### src/rtl/freq_gen.sv
// -----------------------------------------------------------------------------
// freq_gen - programmable NCO frequency generator (test_clk domain)
//
// A phase accumulator adds active_inc every RUN cycle. Its MSB is the square
// wave (out_clk), and its carry marks one output period (out_strb). The output
// frequency is f_test_clk * inc / 2^ACC_WIDTH. The block runs in two modes:
// continuous mode (cfg_burst = 0), or a burst of cfg_burst periods.
//
// Increment updates go through a shadow register. They only reach the
// accumulator at a period boundary, so a running waveform never produces a
// runt period.
//
// Optional feature (macro FREQ_GEN_PHASE_RESET_EN):
//   defined   : every accepted start clears the accumulator (phase 0 start)
//   undefined : the accumulator keeps its phase across runs; only nrst clears it
//
// Ports:
//   test_clk   in   clock
//   nrst       in   synchronous active-low reset
//   cfg_inc    in   [ACC_WIDTH] phase increment
//   cfg_burst  in   [CNT_WIDTH] periods per burst, 0 = continuous
//   cfg_load   in   strobe: capture cfg_inc into the shadow register
//   start      in   strobe: begin generation
//   stop       in   strobe: abort generation
//   out_clk    out  square wave (accumulator MSB), registered
//   out_strb   out  one-cycle pulse per accumulator overflow
//   busy       out  high while running
//   done       out  one-cycle pulse on burst completion
//   periods    out  [CNT_WIDTH] periods generated since last start
//   err        out  one-cycle pulse when start is rejected (zero increment)
// -----------------------------------------------------------------------------
module freq_gen #(
    parameter int ACC_WIDTH = 32,
    parameter int CNT_WIDTH = 32
) (
    input  logic                 test_clk,
    input  logic                 nrst,
    input  logic [ACC_WIDTH-1:0] cfg_inc,
    input  logic [CNT_WIDTH-1:0] cfg_burst,
    input  logic                 cfg_load,
    input  logic                 start,
    input  logic                 stop,
    output logic                 out_clk,
    output logic                 out_strb,
    output logic                 busy,
    output logic                 done,
    output logic [CNT_WIDTH-1:0] periods,
    output logic                 err
);

    typedef enum logic [0:0] {
        ST_IDLE = 1'b0,
        ST_RUN  = 1'b1
    } state_t;

    state_t               state_r;
    logic [ACC_WIDTH-1:0] acc_r;
    logic [ACC_WIDTH-1:0] shadow_inc_r;
    logic [ACC_WIDTH-1:0] active_inc_r;
    logic [CNT_WIDTH-1:0] burst_target_r;

    logic [ACC_WIDTH:0]   sum_s;
    logic                 carry_s;
    logic [CNT_WIDTH-1:0] periods_inc_s;
    logic                 final_s;

    // Next accumulator value, overflow carry and burst-completion detect
    always_comb begin
        sum_s         = {1'b0, acc_r} + {1'b0, active_inc_r};
        carry_s       = sum_s[ACC_WIDTH];
        periods_inc_s = periods + {{(CNT_WIDTH-1){1'b0}}, 1'b1};
        final_s       = carry_s && (burst_target_r != {CNT_WIDTH{1'b0}})
                        && (periods_inc_s == burst_target_r);
    end

    // Control FSM, accumulator datapath and registered outputs
    always_ff @(posedge test_clk) begin
        if (!nrst) begin
            state_r        <= ST_IDLE;
            acc_r          <= {ACC_WIDTH{1'b0}};
            shadow_inc_r   <= {ACC_WIDTH{1'b0}};
            active_inc_r   <= {ACC_WIDTH{1'b0}};
            burst_target_r <= {CNT_WIDTH{1'b0}};
            periods        <= {CNT_WIDTH{1'b0}};
            out_clk        <= 1'b0;
            out_strb       <= 1'b0;
            busy           <= 1'b0;
            done           <= 1'b0;
            err            <= 1'b0;
        end else begin
            if (cfg_load) begin
                shadow_inc_r <= cfg_inc;
            end
            case (state_r)
                ST_IDLE: begin
                    out_clk  <= 1'b0;
                    out_strb <= 1'b0;
                    done     <= 1'b0;
                    if (cfg_load) begin
                        active_inc_r <= cfg_inc;
                    end
                    // stop wins over start; a zero increment would never overflow
                    if (start && !stop) begin
                        if (active_inc_r == {ACC_WIDTH{1'b0}}) begin
                            err  <= 1'b1;
                            busy <= 1'b0;
                        end else begin
                            err            <= 1'b0;
                            busy           <= 1'b1;
                            state_r        <= ST_RUN;
                            burst_target_r <= cfg_burst;
                            periods        <= {CNT_WIDTH{1'b0}};
`ifdef FREQ_GEN_PHASE_RESET_EN
                            acc_r          <= {ACC_WIDTH{1'b0}};
`endif
                        end
                    end else begin
                        err  <= 1'b0;
                        busy <= 1'b0;
                    end
                end
                ST_RUN: begin
                    err <= 1'b0;
                    // A stop coinciding with the final burst overflow still completes the burst
                    if (stop && !final_s) begin
                        state_r  <= ST_IDLE;
                        busy     <= 1'b0;
                        out_clk  <= 1'b0;
                        out_strb <= 1'b0;
                        done     <= 1'b0;
                    end else begin
                        acc_r    <= sum_s[ACC_WIDTH-1:0];
                        out_clk  <= sum_s[ACC_WIDTH-1];
                        out_strb <= carry_s;
                        if (carry_s) begin
                            periods <= periods_inc_s;
                            // Period boundary: adopt the pending increment; a load
                            // in this very cycle bypasses the shadow register
                            active_inc_r <= cfg_load ? cfg_inc : shadow_inc_r;
                        end
                        if (final_s) begin
                            state_r <= ST_IDLE;
                            busy    <= 1'b0;
                            done    <= 1'b1;
                        end else begin
                            busy    <= 1'b1;
                            done    <= 1'b0;
                        end
                    end
                end
                default: begin
                    state_r  <= ST_IDLE;
                    busy     <= 1'b0;
                    out_clk  <= 1'b0;
                    out_strb <= 1'b0;
                    done     <= 1'b0;
                    err      <= 1'b0;
                end
            endcase
        end
    end

endmodule

### config.mk
export PLATFORM = sky130hd
export DESIGN_NAME = freq_gen
export DESIGN_NICKNAME = d
export VERILOG_FILES = /design/src/rtl/freq_gen.sv
export SDC_FILE = /design/constraint.sdc
export NUM_CORES = 1
export LEC_CHECK = 0
export ABC_CLOCK_PERIOD_IN_PS = 4000
export BUFFER_PORTS_ARGS = -buffer_cell sky130_fd_sc_hd__buf_2
export CAP_MARGIN = 20
export CORE_ASPECT_RATIO = 0.8
export CORE_MARGIN = 5
export CORE_UTILIZATION = 60
export DETAILED_ROUTE_END_ITERATION = 10
export PLACE_DENSITY = 0.81
export SYNTH_ARGS = -nofsm -noshare
export SYNTH_HDL_FRONTEND = slang
export SYNTH_SLANG_ARGS = --single-unit
### constraint.sdc
create_clock -name test_clk -period 4 [get_ports test_clk]
set_clock_uncertainty 0.1 [all_clocks]
set_input_delay 0 -clock test_clk [delete_from_list [all_inputs] [get_ports test_clk]]
set_output_delay 0 -clock test_clk [all_outputs]
set_load 0.02 [all_outputs]
==> metrics, run 1 <==
yosys warns 0; Synth Area per Inst about 8.9 µm²; Core ar. between 15,000 and 20,000 µm²; worst hold slack between 150 and 200 ps; worst slew pin tran between 1000 and 1500 ps; GRT Util Overall 0.294; design area 11,700 µm²; FP Rows 41; main flop type after synthesis dfxtp_1; Routed wire per std cell between 15 and 20 µm; HPWL Detailed about 19 mm; vias ~9,000; slowest cell delay on critical path ~430 ps; vias in the first global route between 8,000 and 9,000; CP cell instances ha_1, fa_1, a211o_1, a21oi_1, o21ai_0, a41o_1, a31oi_1, o31ai_1, and2_1, a31oi_4, buf_4, mux2i_1, nor2_1; #FFs+latches synth between 150 and 200; Antenna Nets Post-Route 0; critical path's top delay family compound AO/OA/AOI/OAI gates; Ports around 110; clk slew on worst S/H paths ~70 ps; number of remaining DRC errors 0; via-per-instance ratio between 6 and 7; critical path arrival approximately 4000 ps; WL final around 28 mm; non-filler cells, final about 1,500; final hold vios 0; fin nets between 1,000 and 1,500; routability cong. roughly 0.98; drt pass-1 iters 6; Worst Path Class, Setup reg2reg; TritonCTS clock tree yes; clk sinks 165; crit start category flop; crit-path max FO 14; Slowest-stage cell, CP fa_1; Async SR Flop Fraction 0; status complete, no violations; pre-CTS setup slack approximately 100 ps; clock latency on the worst-skew pair 440 ps; Seq/Total Area, Yosys 0.341; Initial Utilization 0.614; ANT cells 0; met1 WL 12.5 mm; worst vdd ir ~0.30 mV; proportion of layout cells with a drive suffix above 1 0.186; placed cell areas 10,500 µm²; H-tree depth 4; Syn Std Cell Area 9700 µm²; Synth area leaders dfxtp_1 34%, mux2i_1 13%, nor2_1 6.0%; Synth-to-Final Area Change 20.8%; DIE WIDTH around 150 µm; Mapped Nets ~1,200; Synth cell types 77; top layer in use met5; PwrDens roughly 330 nW/µm²; routed wl met3 2.61 mm; initial antenna violation count 1; CP Capture Type flop; total gr overflow 0; cells after synthesis around 1,100; Detailed Route Iter0 Violations around 840; Final Max Tran Viols 0; fillers ~1,200; top cells by count, synth 165 x dfxtp_1, 156 x nor2_1, 125 x mux2i_1; cell with the most instances after synthesis dfxtp_1; setup ws final 165 ps; max_slew headroom 0.292; Required @ worst endpoint 4180 ps; Die H approximately 120 µm; clk root buf clkbuf_16; Inst Count DP 1,386; area leader, netlist dfxtp_1; share of Yosys cell area claimed by the top area cell type 0.341; metal2 WL 12.1 mm; pin count of the biggest net entering global routing a little over 70; LEAKAGE 5.55 nW; total CTS buffers 17; first-pass GRT wire length 44.9 mm; Max Cap Viol 0; worst path bufs/invs 1; I/O Buffers between 100 and 150; Post-synth EDFFs 0; period utilization 0.959; minimum clock period after layout ~3800 ps; Max clock buf depth 2; HP Class in2reg; DIE AREA 18,800 µm²; Highest Clock Rate about 0.26 GHz; Setup-failing EPs final 0; Pwr Total roughly 0.0039 W
## routing by layer
layer  track usage  up-vias
met3        0.0719       72
met1         0.409     4339
met5             0        -
met2         0.451      468
li1              -     4317
met4         0.101        2
## path summary, 6_finish.rpt
kind / start / end / slack (ps) / cells past startpoint
max: active_inc_r[0]$_SDFFE_PN0P_ / acc_r[23]$_SDFFE_PN0P_ / 170 / 13
min: cfg_load / shadow_inc_r[22]$_SDFF_PN0_ / 160 / 4
max reg2reg: active_inc_r[0]$_SDFFE_PN0P_ / acc_r[23]$_SDFFE_PN0P_ / 170 / 13
min reg2reg: acc_r[31]$_SDFFE_PN0P_ / acc_r[31]$_SDFFE_PN0P_ / 370 / 1
## per-stage QoR
step | setup TNS (ps) | utilization
floorplan | 0 | -
global placement | 0 | 0.663
detailed placement | 0 | 0.663
CTS | 0 | 0.739
global route | -1.23 | 0.742
finish | 0 | 0.742
## what timing repair did
| action | CTS | global route |
|---|---|---|
| hold endpoints to repair | 99 | 0 |
| buffers inserted | 0 | 1 |
| hold buffers | 67 | 0 |
| setup endpoints to repair | 0 | 56 |
| resized for setup | 0 | 8 |
## worst register-to-register path: stages (launching register included)
cell	delay, ps
dfxtp_1	330
ha_1	220
fa_1	430
a211o_1	320
a21oi_1	180
o21ai_0	150
a41o_1	340
a31oi_1	280
o31ai_1	190
and2_1	270
a31oi_4	270
buf_4	300
mux2i_1	240
nor2_1	60
## registers in the layout, summed over array words and instances, names as in the netlist
register and cells:
periods 32, out_clk 1, burst_target_r 32, active_inc_r 32, out_strb 1, state_r 1
acc_r 32, done 1, err 1, shadow_inc_r 32
## area by class of cell
type,instances,area [µm²],area share
multi-input cells,849,6030,0.515
flip-flops and latches,165,3300,0.282
repair buffers,213,1540,0.131
clock buffers,22,474,0.0405
well taps,215,269,0.0230
clock inverters,7,51.3,0.00438
inverters,12,50.0,0.00427
## cell families (layout without fill, tap and decap cells)
family | Yosys count | in the layout | share of synthesized area
XOR/XNOR | 72 | 72 | 0.0650
buffers and inverters | 72 | 254 | 0.0418
adder cells (fa/ha/maj) | 34 | 34 | 0.0446
flip-flops | 165 | 165 | 0.341
AND/OR/NAND/NOR | 385 | 385 | 0.200
AO/OA/AOI/OAI | 232 | 232 | 0.178
multiplexers | 126 | 126 | 0.130
## cell usage in the layout, fill, tap and decap left out, types with 9 or more instances in the layout
| master | n |
|---|---|
| dfxtp_1 | 165 |
| o21ai_0 | 35 |
| clkbuf_16 | 18 |
| xor2_1 | 25 |
| nor2_1 | 156 |
| and3_1 | 11 |
| nor2_2 | 9 |
| ha_1 | 33 |
| nor2b_1 | 12 |
| nand4_1 | 19 |
| nand2_1 | 46 |
| xnor2_1 | 47 |
| nor3_1 | 14 |
| nor4_1 | 26 |
| a21o_1 | 23 |
| inv_1 | 10 |
| buf_4 | 38 |
| nand2b_1 | 20 |
| dlygate4sd3_1 | 67 |
| a21oi_1 | 44 |
| a211oi_1 | 13 |
| o21a_1 | 9 |
| nand3_1 | 32 |
| a211oi_2 | 28 |
| mux2i_1 | 125 |
| a31oi_1 | 22 |
| buf_2 | 105 |
## power by group
| part | total (W) | switching [W] | internal (W) |
|---|---|---|---|
| Clock | 0.00151 | 0.000679 | 0.000834 |
| Combinational | 0.000568 | 0.000300 | 0.000268 |
| Sequential | 0.00178 | 0.0000677 | 0.00171 |
| Total | 0.00386 | 0.00105 | 0.00281 |
No activity file was read; power rests on OpenSTA's default activity.
==> inputs of run 2 (changes only) <==
--- a/config.mk
+++ b/config.mk
@@ -10,9 +10,8 @@
 export CAP_MARGIN = 20
 export CORE_ASPECT_RATIO = 0.8
 export CORE_MARGIN = 5
-export CORE_UTILIZATION = 60
+export CORE_UTILIZATION = 35
 export DETAILED_ROUTE_END_ITERATION = 10
-export PLACE_DENSITY = 0.81
 export SYNTH_ARGS = -nofsm -noshare
 export SYNTH_HDL_FRONTEND = slang
 export SYNTH_SLANG_ARGS = --single-unit
==> run 2 against run 1 <==
Against the previous run:
- global-route usage decreased by 12 points
- final area grew 2.1%
- wire length increased by 0.78%
- first-iteration DRC count down 22%
- sequential share of layout area shrank 0.56 points
- non-clock buffer count fell by 2
- die area rose by 66%
- register-to-register slack improved by 90 ps
- final cell count up 10%
- critical path depth shrank 2
- utilization down 30 points
- sequential power hardly changed
- largest cell class unchanged
==> metrics, run 2 (synthesized netlist as in run 1, its figures left out) <==
status complete, no violations; worst slew pin tran 759 ps (-300 ps); Core ar. 27,300 µm² (+73%); Clk pwr share 0.419 (+0.027); HP Class in2reg; Antenna Nets Post-Route 0 (unchanged); crit-path max FO 64 (+50); Worst Path Class, Setup reg2reg; total gr overflow 0 (unchanged); DIE AREA 31,200 µm² (+66%); H-tree depth 4 (unchanged); pin count of the biggest net entering global routing 65 (-9.7%); total CTS buffers 17 (unchanged); Gate power share 0.139 (-0.008); via-per-instance ratio 5.35 (-14%); design area 12,000 µm² (+2.1%); max_slew headroom 0.481 (+0.190); most frequent cells in the layout 164 x dfxtp_1, 156 x nor2_1, 125 x mux2i_1; LEAKAGE 5.58 nW (+0.42%); most common cell after layout, fill and taps aside dfxtp_1; RSZ-0062 raised after global routing no; fin nets 1,359 (-0.15%); critical path arrival 4000 ps (about the same); vias 8,739 (-5.0%); proportion of layout cells with a drive suffix above 1 0.190 (+0.00379); HPWL Detailed 20.5 mm (+8.2%); TritonCTS clock tree yes; ANT cells 0 (unchanged); Setup-failing EPs final 0 (unchanged); Die H 159 µm (+28%); CP cell instances nand3_1, xor2_1, xnor2_1, a2111oi_0, nand4_1, nor4b_2, a41oi_2, o22ai_4, buf_12, nor2_1, a211oi_1; Synth-to-Final Area Change 23.4%; clock latency on the worst-skew pair 450 ps (about the same); I/O Buffers 105 (unchanged); minimum clock period after layout 3740 ps (-90.0 ps); worst hold slack 164 ps (-0.832 ps); clk slew on worst S/H paths 80 ps (about the same); Slowest-stage cell, CP a2111oi_0; clk root buf clkbuf_16; routability cong. 0.944 (-4.1%); worst vdd ir 0.325 mV (+6.8%); Max clock buf depth 2 (unchanged); fillers 2,667 (+130%); Detailed Route Iter0 Violations 655 (-22%); first-pass GRT wire length 44.8 mm (-0.28%); period utilization 0.936 (-0.0225); Final Max Tran Viols 0 (unchanged); switching pwr 0.00116 W (+10%); crit start category flop; footprint of the multi-input gates 6030 µm² (about the same); number of remaining DRC errors 0 (unchanged); GRT Util Overall 0.177 (-0.117); Initial Utilization 0.355 (-0.258); clk sinks 165 (unchanged); WL final 28.2 mm (+0.78%); Max Cap Viol 0 (unchanged); FP Rows 54 (+32%); Cell Int Power 0.00286 W (+1.8%); Required @ worst endpoint 4250 ps (+70 ps); Routed wire per std cell 17.2 µm (-8.5%); placed cell areas 10,700 µm² (+1.9%); DIE WIDTH 196 µm (+29%); PwrDens 336 nW/µm² (+2.0%); initial antenna violation count 0 (-1); Highest Clock Rate 0.267 GHz (+2.4%); slowest cell delay on critical path 670 ps (+240 ps); Reg area 3300 µm² (about the same); drt pass-1 iters 5 (-1); Sequential Power Share 0.442 (-0.019); CP Capture Type flop; final hold vios 0 (unchanged); Ports 106 (unchanged); Switching Share 0.288 (+0.0164); vias in the first global route 8,120 (-5.4%); TNS Setup 0 ps (unchanged)
==> run 2: changes by cell type in the layout (fill, tap and decap cells not counted), moves of 2 or more <==
cell and delta:
buf_12 +3, buf_4 -3, clkbuf_1 -2, clkbuf_8 -3, inv_6 +4, inv_8 +4
==> run 2: what timing repair did <==
action,4_1_cts,5_1_grt
endpoints found under the hold margin,99,0
endpoints found under the setup margin,0,18
hold buffers,67,0
buffers inserted,0,0
gates resized for setup,0,5
==> run 2: cell type report <==
class | count | area share
clock buffer | 17 | 0.0356
clock inverter | 15 | 0.0135
inverter | 12 | 0.00408
multi-input combinational | 849 | 0.504
sequential | 165 | 0.276
tap | 364 | 0.0381
timing repair buffer | 211 | 0.129
==> run 2: power groups by stage <==
stage          combinational, W  clock (W)  sequential, W
5_1_grt                0.000619    0.00179        0.00178
2_1_floorplan          0.000374          0        0.00179
3_3_place_gp           0.000497          0        0.00181
3_5_place_dp           0.000504          0        0.00181
4_1_cts                0.000558    0.00173        0.00178
6_report               0.000561    0.00168        0.00178
==> run 2: final timing paths <==
kind / start / endpoint / slack, ps / cells after the start
worst max-delay path: periods[2]$_SDFFE_PN0P_ / active_inc_r[1]$_SDFFE_PN0P_ / 260 / 11
worst min-delay path: cfg_load / shadow_inc_r[31]$_SDFF_PN0_ / 160 / 4
worst max register to register: periods[2]$_SDFFE_PN0P_ / active_inc_r[1]$_SDFFE_PN0P_ / 260 / 11
worst min register to register: acc_r[18]$_SDFFE_PN0P_ / acc_r[18]$_SDFFE_PN0P_ / 370 / 2
==> run 2: critical path: cells and delay by family, from the launching register on <==
| kind | cells | cell delay, ps |
|---|---|---|
| xor gates and xnor gates | 2 | 420 |
| and+or+nand+nor | 4 | 870 |
| buffers and inverters | 1 | 320 |
| AOI/OAI and AO/OA | 4 | 1270 |
| DFF | 1 | 590 |
==> run 2: layer usage <==
metal | routed length (µm) | vias up | global-route usage
met2 | 11900 | 269 | 0.256
met1 | 14100 | 4131 | 0.263
met3 | 1850 | 31 | 0.0462
met5 | 0 | - | 0
li1 | - | 4308 | -
met4 | 380 | 0 | 0.0400
==> run 2: stage by stage <==
stage | total power (W) | instances | util | setup WS [ps]
2_1_floorplan | 0.00216 | 1086 | - | 361
3_3_place_gp | 0.00231 | 1534 | 0.392 | 303
3_5_place_dp | 0.00232 | 1534 | 0.392 | 281
4_1_cts | 0.00406 | 1633 | 0.438 | 232
5_1_grt | 0.00419 | 1633 | 0.438 | 7.94
6_report | 0.00402 | 1633 | 0.438 | 255
